`config.mk`:
```
export PLATFORM = sky130hd
export DESIGN_NAME = execute_button_ctrl
export DESIGN_NICKNAME = d
export VERILOG_FILES = /design/src/rtl/execute_button_ctrl.sv
export SDC_FILE = /design/constraint.sdc
export NUM_CORES = 1
export LEC_CHECK = 0
export CAP_MARGIN = 20
export CORE_UTILIZATION = 35
export CTS_CLUSTER_DIAMETER = 40
export DETAILED_ROUTE_END_ITERATION = 7
export SLEW_MARGIN = 40
export SYNTH_ARGS = -nofsm -noshare
export SYNTH_HDL_FRONTEND = slang
export SYNTH_SLANG_ARGS = --single-unit
```
`constraint.sdc`:
```
create_clock -name Clk -period 2.7 [get_ports Clk]
set_input_delay 0.27 -clock Clk [delete_from_list [all_inputs] [get_ports Clk]]
set_output_delay 0.27 -clock Clk [all_outputs]
set_load 0.05 [all_outputs]
```
`src/rtl/execute_button_ctrl.sv`:
```
// Execute button controller: sprite ROM address sequencing with a 2-stage pixel
// pipeline, plus the mouse-driven hover/press/fire/cooldown state machine.
module execute_button_ctrl #(
  parameter logic [9:0] BTN_X       = 10'd520,
  parameter logic [9:0] BTN_Y       = 10'd440,
  parameter int         SPR_W       = 60,
  parameter int         SPR_H       = 20,
  parameter int         COOL_FRAMES = 30
) (
  input  logic        Clk,
  input  logic        Reset_n,
  input  logic        frame_clk,
  input  logic [9:0]  DrawX,
  input  logic [9:0]  DrawY,
  input  logic [9:0]  MouseX,
  input  logic [9:0]  MouseY,
  input  logic        mouse_btn,
  input  logic        enable,
  output logic [10:0] rom_addr,
  input  logic        rom_data,
  output logic        pixel_on,
  output logic        in_box,
  output logic [1:0]  shade,
  output logic        execute_pulse
);

  localparam logic [9:0] SPR_W10 = 10'(SPR_W);
  localparam logic [9:0] SPR_H10 = 10'(SPR_H);
  localparam int         CW      = $clog2(COOL_FRAMES + 1);

  typedef enum logic [2:0] {IDLE, HOVER, PRESSED, FIRE, COOLDOWN} state_t;

  state_t        state_q, state_d;
  logic [CW-1:0] count_q, count_d;
  logic [10:0]   rom_addr_q, rom_addr_d;
  logic          hit1_q, in_box_q, pixel_on_q;
  logic [1:0]    shade_q, shade_d;
  logic          pulse_q, pulse_d;
  logic          btn_s1_q, btn_s2_q, btn_prev_q;
  logic          frame_s_q, frame_prev_q;

  logic [9:0]  dx, dy, mdx, mdy;
  logic [10:0] dy11;
  logic        hit, cursor_in, btn_rise, btn_fall, frame_edge;

  // Unsigned wrap-around makes anything left of / above the box a miss too.
  always_comb begin
    dx         = DrawX - BTN_X;
    dy         = DrawY - BTN_Y;
    dy11       = {1'b0, dy};
    hit        = (dx < SPR_W10) && (dy < SPR_H10);
    rom_addr_d = hit ? ((dy11 << 6) - (dy11 << 2) + {1'b0, dx}) : 11'd0;
    mdx        = MouseX - BTN_X;
    mdy        = MouseY - BTN_Y;
    cursor_in  = (mdx < SPR_W10) && (mdy < SPR_H10);
    btn_rise   = btn_s2_q & ~btn_prev_q;
    btn_fall   = ~btn_s2_q & btn_prev_q;
    frame_edge = frame_s_q & ~frame_prev_q;
  end

  always_comb begin
    state_d = state_q;
    count_d = count_q;
    case (state_q)
      IDLE:     if (cursor_in) state_d = HOVER;
      HOVER: begin
        if (!cursor_in)    state_d = IDLE;
        else if (btn_rise) state_d = PRESSED;
      end
      PRESSED:  if (btn_fall) state_d = cursor_in ? FIRE : IDLE;
      FIRE: begin
        state_d = COOLDOWN;
        count_d = CW'(COOL_FRAMES);
      end
      COOLDOWN: begin
        if (count_q == '0)    state_d = IDLE;
        else if (frame_edge) count_d = count_q - CW'(1);
      end
      default:  state_d = IDLE;
    endcase
    // A pulse already issued in FIRE must still be followed by a cooldown.
    if (!enable && state_q != COOLDOWN && state_q != FIRE) state_d = IDLE;

    pulse_d = (state_d == FIRE);
    case (state_d)
      IDLE:          shade_d = 2'b00;
      HOVER:         shade_d = 2'b01;
      PRESSED, FIRE: shade_d = 2'b10;
      default:       shade_d = 2'b11;
    endcase
    if (!enable) shade_d = 2'b11;
  end

  always_ff @(posedge Clk or negedge Reset_n) begin
    if (!Reset_n) begin
      state_q      <= IDLE;
      count_q      <= '0;
      rom_addr_q   <= '0;
      hit1_q       <= 1'b0;
      in_box_q     <= 1'b0;
      pixel_on_q   <= 1'b0;
      shade_q      <= 2'b00;
      pulse_q      <= 1'b0;
      btn_s1_q     <= 1'b0;
      btn_s2_q     <= 1'b0;
      btn_prev_q   <= 1'b0;
      frame_s_q    <= 1'b0;
      frame_prev_q <= 1'b0;
    end else begin
      state_q      <= state_d;
      count_q      <= count_d;
      rom_addr_q   <= rom_addr_d;
      hit1_q       <= hit;
      in_box_q     <= hit1_q;
      pixel_on_q   <= hit1_q & rom_data;
      shade_q      <= shade_d;
      pulse_q      <= pulse_d;
      btn_s1_q     <= mouse_btn;
      btn_s2_q     <= btn_s1_q;
      btn_prev_q   <= btn_s2_q;
      frame_s_q    <= frame_clk;
      frame_prev_q <= frame_s_q;
    end
  end

  assign rom_addr      = rom_addr_q;
  assign in_box        = in_box_q;
  assign pixel_on      = pixel_on_q;
  assign shade         = shade_q;
  assign execute_pulse = pulse_q;

endmodule

```
==> results.tsv, run 1 <==
metric	value	unit
outcome	finished clean	
routed_wl	4271	um
finClkSkew	0.003159	ns
syn_area	0.002076	mm^2
layout.nets	381	
dieArea	0.006243	mm^2
path_class	input port to register	
setup_slack	0.04798	ns
gp_congestion	0.8360	
avgSynthCellArea	9.226	um^2
post-route-drc-count	0	
start_util	37.01	%
final.min_clock_period	2.652	ns
tightest_slew	0.5884	ns
syn-num-nets	292	
syn_to_final_growth	48.04	%
drv_cap	0	
drtIter0Drc	59	
hold_viol	0	
rsz0062_at_grt	yes	
cts_max_path_buffers	2	
gr-usage-all-layers	15.63	%
end_kind	register	
die_w	79.01	um
design_area	0.003073	mm^2
hold_class	register to register	
synth_cell_types	47	
yosys_register_bits	30	
setup_viol	0	
drive_gt1_share	20.32	%
path_clk_slew	0.06	ns
ant_nets	0	
viasPerCell	4.765	
finalCritPeriodShare	98.22	%
yosysWarnings	0	
synthArstFlopShare	100.0	%
irDropWorstVdd	0.0002085	V
avgRoutedWirePerCell	11.04	um
ys_seq_area_share	36.17	%
synth_flop_cell	dfrtp_1	
antenna_found_initial	0	
r2r_end	count_q[3]$_DFFE_PN0P_	
reg2regPathDepth	5	
clockRootBuffer	clkbuf_8	
vias	1844	
powerDensity	416.6	mW/mm^2
cp_max_fo	3	
numClockSinks	30	
r2r_slack	0.66	ns
post-dp-hpwl	3575	um
maxSlewViolCount	0	
diodes	0	
clkLatencyLatePin	0.28	ns
syn_inst	225	
p_leak	1.422	nW
grt_max_degree	31	
dpl_cell_area	0.002942	mm^2
grt_overflow	0	
numPortBuffers	57	
first_pass_iters	6	
boundaryPins	62	
fp.coreArea	0.005608	mm^2
synth-edff-count	0	
cp.required	2.91	ns
htreeDepth	2	
cts_tree	yes	
max_slew_margin	59.76	%
timing.rr.start	state_q[1]$_DFF_PN0_	
cts_inserted_buffers	5	
pre_cts_ws	-0.5482	ns
startpoint	DrawX[4]	
grt_pass1_wl	7679	um
worstPathArrival	2.86	ns
achievable-frequency	0.3771	GHz
crit_path_end	rom_addr[10]$_DFF_PN0_	
grt_pass1_vias	1822	
dieHeight	79.01	um
num_rows	27	
critPathLaunchType	input port	
[worst min-delay path by stage]
stage	slack, ns	startpoint	cells after the start	endpoint
after floorplan	-0.03	Reset_n	0	btn_prev_q$_DFF_PN0_
after global placement	0.35	btn_s1_q$_DFF_PN0_	0	btn_s2_q$_DFF_PN0_
after detailed placement	0.35	btn_s1_q$_DFF_PN0_	0	btn_s2_q$_DFF_PN0_
after CTS	0.37	btn_s1_q$_DFF_PN0_	0	btn_s2_q$_DFF_PN0_
after global routing	0.38	btn_s1_q$_DFF_PN0_	0	btn_s2_q$_DFF_PN0_
final	0.37	btn_s1_q$_DFF_PN0_	0	btn_s2_q$_DFF_PN0_
[registers in the layout, summed over array words and instances, names as in the netlist]
signal / count
in_box: 1
frame_s_q: 1
frame_prev_q: 1
btn_s2_q: 1
rom_addr: 11
state_q: 3
btn_prev_q: 1
hit1_q: 1
btn_s1_q: 1
execute_pulse: 1
shade: 2
count_q: 5
pixel_on: 1
[power by group]
group          switching (W)  leakage (nW)  internal [W]
Clock               0.000157        0.0482      0.000205
Sequential        0.00000280         0.403      0.000455
Combinational       0.000219         0.971      0.000241
Total               0.000379          1.42      0.000901
[stage by stage]
step	std cells	TNS (ns)	util, %	power [W]	hold slack (ns)
final	387	0	54.80	0.001280	0.3681
after global routing	387	-0.03705	54.80	0.001370	0.3777
after CTS	387	-0.04988	54.55	0.001295	0.3698
after detailed placement	379	-1.870	52.45	0.0009034	0.3543
after global placement	379	-1.755	52.45	0.0008984	0.3457
after floorplan	225	-0.01411	-	0.0007204	-0.02559
[cell families after synthesis]
| kind of cell | synth area share, % |
|---|---|
| flip-flops | 36.17 |
| XOR/XNOR | 6.992 |
| AND/OR/NAND/NOR | 21.52 |
| adder cells (fa/ha/maj) | 14.10 |
| AO/OA/AOI/OAI | 15.43 |
| buffers and inverters | 5.786 |
[cells in the mapped netlist, drive strengths merged, types with 3 or more instances]
library cell  instances  share of area, %
a211oi                4               1.4
a21oi                13               3.3
and2                  3              0.90
and3                  3              0.90
dfrtp                30                36
fa                    4               3.9
ha                   17                10
inv                  29               5.2
nand2                11               2.0
nand2b                5               1.5
nand3                 6               1.4
nor2                 23               5.1
nor2b                 3              0.90
nor3                  6               1.4
nor3b                 5               1.8
o21a                  5               1.8
o21ai                12               2.9
xnor2                 8               3.4
xor2                  6               2.5
[placed cells by master, fill, tap and decap left out, types with 3 or more instances in the layout]
cell type	instances
nand2b_1	5
o21a_1	5
nor2_1	13
inv_1	28
clkbuf_8	6
nand3_1	6
buf_4	26
o21ai_0	9
xnor2_1	8
fa_1	4
xor2_1	5
nor3b_1	4
clkdlybuf4s50_1	53
and3_1	3
nor2b_1	3
ha_1	15
nor3_1	6
dfrtp_1	30
a21oi_1	11
nor2_2	10
nand2_1	11
[area by class of cell]
cell class	count	area [um^2]
multi-input combinational	165	1274
clock inverter	1	5.005
clock buffer	7	86.33
sequential	30	750.7
fill	587	2535
inverter	29	108.9
timing repair buffer	83	758.2
tap	72	90.09
[timing repair]
action                     in CTS  in global routing
buffers inserted                0                  0
hold buffers                    0                  0
pin swaps                      10                  7
gates resized for setup        25                  5
setup endpoints to repair       3                  2
hold endpoints to repair        0                  0
[layer usage]
| metal | global-route usage [%] | part of all wire (%) | vias to the layer above | wire length, um |
|---|---|---|---|---|
| li1 | - | - | 961 | - |
| met1 | 17.77 | 43 | 827 | 1828 |
| met2 | 28.02 | 51 | 47 | 2181 |
| met3 | 2.644 | 3.7 | 9 | 158 |
| met4 | 7.818 | 2.4 | 0 | 103 |
| met5 | 0 | 0 | - | 0 |
[worst max-delay path: stages]
cell and delay (ns):
buf_6 0.09, or4_4 0.52, or3_4 0.40, and2_4 0.16, fa_1 0.48, inv_2 0.05
ha_4 0.27, o21ai_4 0.07, a211oi_2 0.15, o21ai_1 0.12, a21o_1 0.18, a21oi_2 0.11
Note: power is estimated with default switching activity, not from simulation.
==> run 2: changes to the inputs <==
--- a/config.mk
+++ b/config.mk
@@ -8,7 +8,9 @@
 export CAP_MARGIN = 20
 export CORE_UTILIZATION = 35
 export CTS_CLUSTER_DIAMETER = 40
+export CTS_CLUSTER_SIZE = 14
 export DETAILED_ROUTE_END_ITERATION = 7
+export PLACE_DENSITY = 0.67
 export SLEW_MARGIN = 40
 export SYNTH_ARGS = -nofsm -noshare
 export SYNTH_HDL_FRONTEND = slang
==> run 2 against run 1 <==
Sequential power barely moved. Critical path type unchanged. Critical path depth up 1. First-iteration DRC count down 27%. Cell count up 0.78%. Critical endpoint is now rom_addr[9]$_DFF_PN0_. Flip-flop and latch count unchanged. Design area rose by 2.6%.
==> results.tsv, run 2 (synthesis results as in run 1) <==
metric	value	unit	change
cp_max_fo	2		-1
worst_path_largest_cell_delay	0.52	ns	about the same
path_class	input port to register		
num_rows	27		unchanged
rsz0062_at_grt	yes		
syn_to_final_growth	51.96	%	
antenna_found_initial	0		unchanged
clockRootBuffer	clkbuf_8		
drive_gt1_share	23.90	%	+3.6 points
grt_pass1_wl	7997	um	+4.1%
critPathLaunchType	input port		
layout.nets	384		+0.79%
vias	1870		+1.4%
gr-usage-all-layers	16.03	%	+0.40 points
cts_inserted_buffers	5		unchanged
setup_viol	0		unchanged
setup_slack	0.06199	ns	+0.01401 ns
tightest_slew	0.5420	ns	-0.04637 ns
fp.coreArea	0.005608	mm^2	unchanged
finClkSkew	0.005635	ns	+0.002475 ns
worstPathArrival	2.81	ns	-0.05 ns
htreeDepth	2		unchanged
final_common_cell	clkdlybuf4s50_1		
drtIter0Drc	43		-27%
die_w	79.01	um	unchanged
fin_util	56.25	%	+1.5 points
final.min_clock_period	2.638	ns	-0.01401 ns
drv_cap	0		unchanged
final_cell_mix	clkdlybuf4s50_1 (52), dfrtp_1 (30), buf_4 (28)		
p_leak	1.452	nW	+2.1%
cpMostUsedCell	buf_6		
numPortBuffers	57		unchanged
first_pass_iters	4		-2
dieHeight	79.01	um	unchanged
largest_reg_flops	11		unchanged
avgRoutedWirePerCell	11.36	um	+2.9%
p_sw	0.0004100	W	+8.2%
outcome	finished clean		
dp.cells	380		+0.26%
end_kind	register		
gp_congestion	0.8131		-2.7%
diodes	0		unchanged
seqPwrFrac	34.9	%	-0.9 points
start_util	37.01	%	unchanged
ant_nets	0		unchanged
irDropWorstVdd	0.0003205	V	+54%
p_sw_share	31.26	%	+1.7 points
cts_tree	yes		
crit_buf_inv	3		+1
slowest_stage	or4_4		
cts_max_path_buffers	2		unchanged
finalCritPeriodShare	97.70	%	-0.52 points
clockPowerShare	26.6	%	-1.6 points
grt_overflow	0		unchanged
max_slew_margin	62.93	%	+3.2 points
cp_cell_sequence	buf_6 > or4_4 > or3_4 > and2_4 > fa_1 > inv_2 > ha_4 > o21ai_4 > buf_6 > nor2_4 > a211oi_2 > xnor2_1 > nor2_2		
grt_pass1_vias	1895		+4.0%
p_int	0.0009017	W	about the same
critPathTopFamily	simple AND/OR/NAND/NOR gates		
viasPerCell	4.795		+0.63%
numClockSinks	30		unchanged
grt_max_degree	31		unchanged
path_clk_slew	0.07	ns	about the same
post-dp-hpwl	3645	um	+2.0%
pre_cts_ws	-0.6048	ns	-0.05654 ns
dieArea	0.006243	mm^2	unchanged
combPwrFrac	38.4	%	+2.4 points
clkLatencyLatePin	0.28	ns	about the same
hold_viol	0		unchanged
boundaryPins	62		unchanged
achievable-frequency	0.3791	GHz	+0.53%
post-route-drc-count	0		unchanged
hold_class	register to register		
powerDensity	415.9	mW/mm^2	-0.18%
maxSlewViolCount	0		unchanged
cp.required	2.87	ns	-0.04 ns
instances_no_fill	390		+0.78%
routed_wl	4431	um	+3.7%
cts_hold_buf	0		unchanged
## run 2: cell count changes in the layout (fill, tap and decap cells not counted), sizes merged
cell           delta
clkdlybuf4s50     -1
dlymetal6s2s      +1
clkinv            +1
buf               +3
clkinvlp          +1
clkbuf            -2
## run 2: power by group through the flow
| stage | registers, W | clock network [W] | logic (W) |
|---|---|---|---|
| 6_report | 0.000458 | 0.000349 | 0.000504 |
| 5_1_grt | 0.000458 | 0.000382 | 0.000564 |
| 4_1_cts | 0.000458 | 0.000359 | 0.000465 |
| 3_5_place_dp | 0.000466 | 0 | 0.000439 |
| 3_3_place_gp | 0.000466 | 0 | 0.000431 |
| 2_1_floorplan | 0.000472 | 0 | 0.000248 |
## run 2: area by class of cell
class | instances | area, um^2
timing repair buffer | 86 | 780.7
sequential | 30 | 750.7
multi-input combinational | 165 | 1334
clock inverter | 3 | 21.27
fill | 505 | 2454
tap | 72 | 90.09
inverter | 29 | 108.9
clock buffer | 5 | 68.82
## run 2: layer usage
layer  vias up  GRT usage (%)  part of all wire (%)
met3         2          2.874                   3.5
met1       861          19.31                    44
li1        972              -                     -
met2        35          28.97                    52
met5         -              0                     0
met4         0          4.545                  0.38
## run 2: path summary, 6_finish.rpt
check / slack (ns) / start / depth (start not counted) / end
setup / recovery: 0.06 / DrawX[6] / 13 / rom_addr[9]$_DFF_PN0_
hold / removal: 0.35 / btn_s1_q$_DFF_PN0_ / 0 / btn_s2_q$_DFF_PN0_
setup reg to reg: 0.66 / state_q[1]$_DFF_PN0_ / 5 / count_q[3]$_DFFE_PN0P_
hold reg to reg: 0.35 / btn_s1_q$_DFF_PN0_ / 0 / btn_s2_q$_DFF_PN0_
max in group asynchronous: 2.06 / Reset_n / 2 / count_q[4]$_DFFE_PN0P_
min in group asynchronous: 0.37 / Reset_n / 2 / state_q[2]$_DFF_PN0_
## run 2: timing repair
action | in CTS | in global routing
endpoints found under the setup margin | 3 | 3
pin swaps | 9 | 9
resized for setup | 21 | 22
setup buffers | 1 | 1
## run 2: worst reg2reg max path: stages (launching register included)
cell and delay (ns):
dfrtp_1 0.45, or3b_2 0.51, o41a_1 0.47, nor4_1 0.26
xnor2_1 0.16, nand2_1 0.06
## run 2: per-stage QoR
step	setup TNS [ns]	hold WS [ns]	total power, W	cell area [um^2]
2_1_floorplan	-0.01411	-0.02559	0.0007204	2097
3_3_place_gp	-1.620	0.3424	0.0008973	2949
3_5_place_dp	-1.864	0.3443	0.0009054	2949
4_1_cts	-0.09752	0.3516	0.001282	3058
5_1_grt	-0.02434	0.3648	0.001404	3154
6_report	0	0.3508	0.001312	3154
==> run 3: changes to the inputs <==
--- a/config.mk
+++ b/config.mk
@@ -10,8 +10,9 @@
 export CTS_CLUSTER_DIAMETER = 40
 export CTS_CLUSTER_SIZE = 14
 export DETAILED_ROUTE_END_ITERATION = 7
-export PLACE_DENSITY = 0.67
+export PLACE_DENSITY = 0.71
 export SLEW_MARGIN = 40
 export SYNTH_ARGS = -nofsm -noshare
 export SYNTH_HDL_FRONTEND = slang
 export SYNTH_SLANG_ARGS = --single-unit
+export TNS_END_PERCENT = 5
==> run 3 against run 2 <==
Worst setup slack gained 0.087 ns. Routed wire length fell by 2.3%. Power is 2.0% lower. Sequential share of layout area grew 0.39 points. Combinational power decreased by 8.7%. Die area is the same. Global-route usage fell by 0.81 points. Largest cell class unchanged. Highest routed layer unchanged. Clock power up 5%. Worst hold slack better by 0.020 ns. Flip-flop and latch count unchanged. Clock-buffer cell count is 1 higher.
==> results.tsv, run 3 (synthesis results as in run 1) <==
metric	value	unit	change
first_pass_iters	4		unchanged
numPortBuffers	57		unchanged
end_kind	register		
critPathLaunchType	input port		
viasPerCell	4.817		+0.45%
maxSlewViolCount	0		unchanged
cts_inserted_buffers	5		unchanged
avgRoutedWirePerCell	11.19	um	-1.5%
drtIter0Drc	30		-30%
drv_cap	0		unchanged
final.min_clock_period	2.552	ns	-0.08650 ns
p_sw	0.0003832	W	-6.5%
die_w	79.01	um	unchanged
rsz0062_at_grt	yes		
cts_tree	yes		
clockPowerShare	28.5	%	+1.9 points
start_util	37.01	%	unchanged
vias	1864		-0.32%
gp_congestion	0.7711		-5.2%
seq_area	750.7	um^2	unchanged
setup_viol	0		unchanged
dieArea	0.006243	mm^2	unchanged
dp.cells	379		-0.26%
grt_pass1_vias	1862		-1.7%
p_leak	1.439	nW	-0.94%
n_fill_cell	527		+4.4%
cp_cell_sequence	buf_6 > or4_4 > or3_4 > and2_4 > fa_1 > inv_2 > ha_4 > o21ai_4 > nor2_1 > a211oi_2 > xnor2_1 > nor2_2		
design_area	0.003103	mm^2	-1.6%
ant_nets	0		unchanged
drive_gt1_share	20.95	%	-2.9 points
grt_pass1_wl	7665	um	-4.2%
antenna_found_initial	0		unchanged
boundaryPins	62		unchanged
path_clk_slew	0.06	ns	about the same
numClockSinks	30		unchanged
grt_max_degree	31		unchanged
tightest_slew	0.5471	ns	+0.005074 ns
post-route-drc-count	0		unchanged
clkLatencyLatePin	0.28	ns	about the same
combPwrFrac	35.8	%	-2.6 points
powerDensity	414.2	mW/mm^2	-0.41%
seqPwrFrac	35.7	%	+0.8 points
finalCritPeriodShare	94.50	%	-3.2 points
outcome	finished clean		
critPathTopFamily	simple AND/OR/NAND/NOR gates		
hold_class	register to register		
cp_max_fo	3		+1
p_sw_share	29.82	%	-1.4 points
diodes	0		unchanged
p_int	0.0009020	W	about the same
cts_max_path_buffers	2		unchanged
grt_overflow	0		unchanged
cp.required	2.87	ns	about the same
fp.coreArea	0.005608	mm^2	unchanged
finClkSkew	0.005758	ns	+0.0001238 ns
p_total	0.001285	W	-2.0%
post-dp-hpwl	3629	um	-0.44%
path_class	input port to register		
multi_input_area	0.001287	mm^2	-3.5%
largest_reg_flops	11		unchanged
crit_buf_inv	2		-1
instances_no_fill	387		-0.77%
hold_viol	0		unchanged
worst_path_largest_cell_delay	0.52	ns	about the same
dpl_cell_area	0.002954	mm^2	+0.17%
layout.nets	381		-0.78%
gr-usage-all-layers	15.22	%	-0.81 points
achievable-frequency	0.3919	GHz	+3.4%
htreeDepth	2		unchanged
max_slew_margin	62.58	%	-0.35 points
routed_wl	4330	um	-2.3%
dieHeight	79.01	um	unchanged
final_common_cell	clkdlybuf4s50_1		
clockRootBuffer	clkbuf_8		
slowest_stage	or4_4		
worstPathArrival	2.72	ns	-0.09 ns
irDropWorstVdd	0.0002763	V	-14%
cts_hold_buf	0		unchanged
final_cell_mix	clkdlybuf4s50_1 (53), dfrtp_1 (30), inv_1 (28)		
syn_to_final_growth	49.49	%	
cts_setup_buffers	0		-1
num_rows	27		unchanged
==> run 3: routing by layer <==
| metal | global-route usage [%] | vias up | part of all wire [%] |
|---|---|---|---|
| met4 | 3.273 | 0 | 0.72 |
| met5 | 0 | - | 0 |
| met3 | 3.218 | 3 | 5.0 |
| li1 | - | 963 | - |
| met1 | 16.77 | 854 | 41 |
| met2 | 29.48 | 44 | 53 |
==> run 3: power by group through the flow <==
stage          sequential [W]  combinational, W  clock, W
2_1_floorplan        0.000472          0.000248         0
3_3_place_gp         0.000466          0.000430         0
3_5_place_dp         0.000467          0.000439         0
4_1_cts              0.000458          0.000457  0.000380
5_1_grt              0.000459          0.000519  0.000406
6_report             0.000458          0.000460  0.000367
==> run 3: area by class of cell <==
class                   count  area share [%]
flip-flops and latches     30           24.19
repair buffers             83           24.84
clock buffers               6           2.661
clock inverters             2          0.4032
inverters                  29           3.508
well taps                  72           2.903
multi-input cells         165           41.49
==> run 3: per-stage QoR <==
step | TNS [ns] | util (%) | worst slack [ns] | hold WS (ns)
6_report | 0 | 55.33 | 0.1485 | 0.3708
5_1_grt | -0.003489 | 55.33 | -0.003489 | 0.3837
4_1_cts | -0.04596 | 54.66 | -0.04596 | 0.3721
3_5_place_dp | -1.749 | 52.68 | -0.5351 | 0.3509
3_3_place_gp | -1.611 | 52.68 | -0.4992 | 0.3432
2_1_floorplan | -0.01411 | - | -0.01411 | -0.02559
==> run 3: path summary, 6_finish.rpt <==
check / slack [ns] / from / endpoint / cells after the start
max: 0.15 / DrawX[6] / rom_addr[9]$_DFF_PN0_ / 12
min in group asynchronous: 0.38 / Reset_n / btn_s1_q$_DFF_PN0_ / 2
max in group asynchronous: 2.05 / Reset_n / rom_addr[1]$_DFF_PN0_ / 2
min: 0.37 / hit1_q$_DFF_PN0_ / in_box$_DFF_PN0_ / 0
max reg2reg: 0.65 / state_q[1]$_DFF_PN0_ / count_q[3]$_DFFE_PN0P_ / 5
min reg2reg: 0.37 / hit1_q$_DFF_PN0_ / in_box$_DFF_PN0_ / 0
==> run 3: timing repair <==
item | 4_1_cts | 5_1_grt
gates resized for setup | 22 | 8
pin swaps | 8 | 8
setup endpoints to repair | 3 | 3
==> run 3: worst register-to-register path, stage by stage, from the launching register on <==
cell     delay [ns]
dfrtp_1        0.45
or3b_2         0.51
o41a_1         0.47
nor4_1         0.27
xnor2_1        0.16
nand2_1        0.07
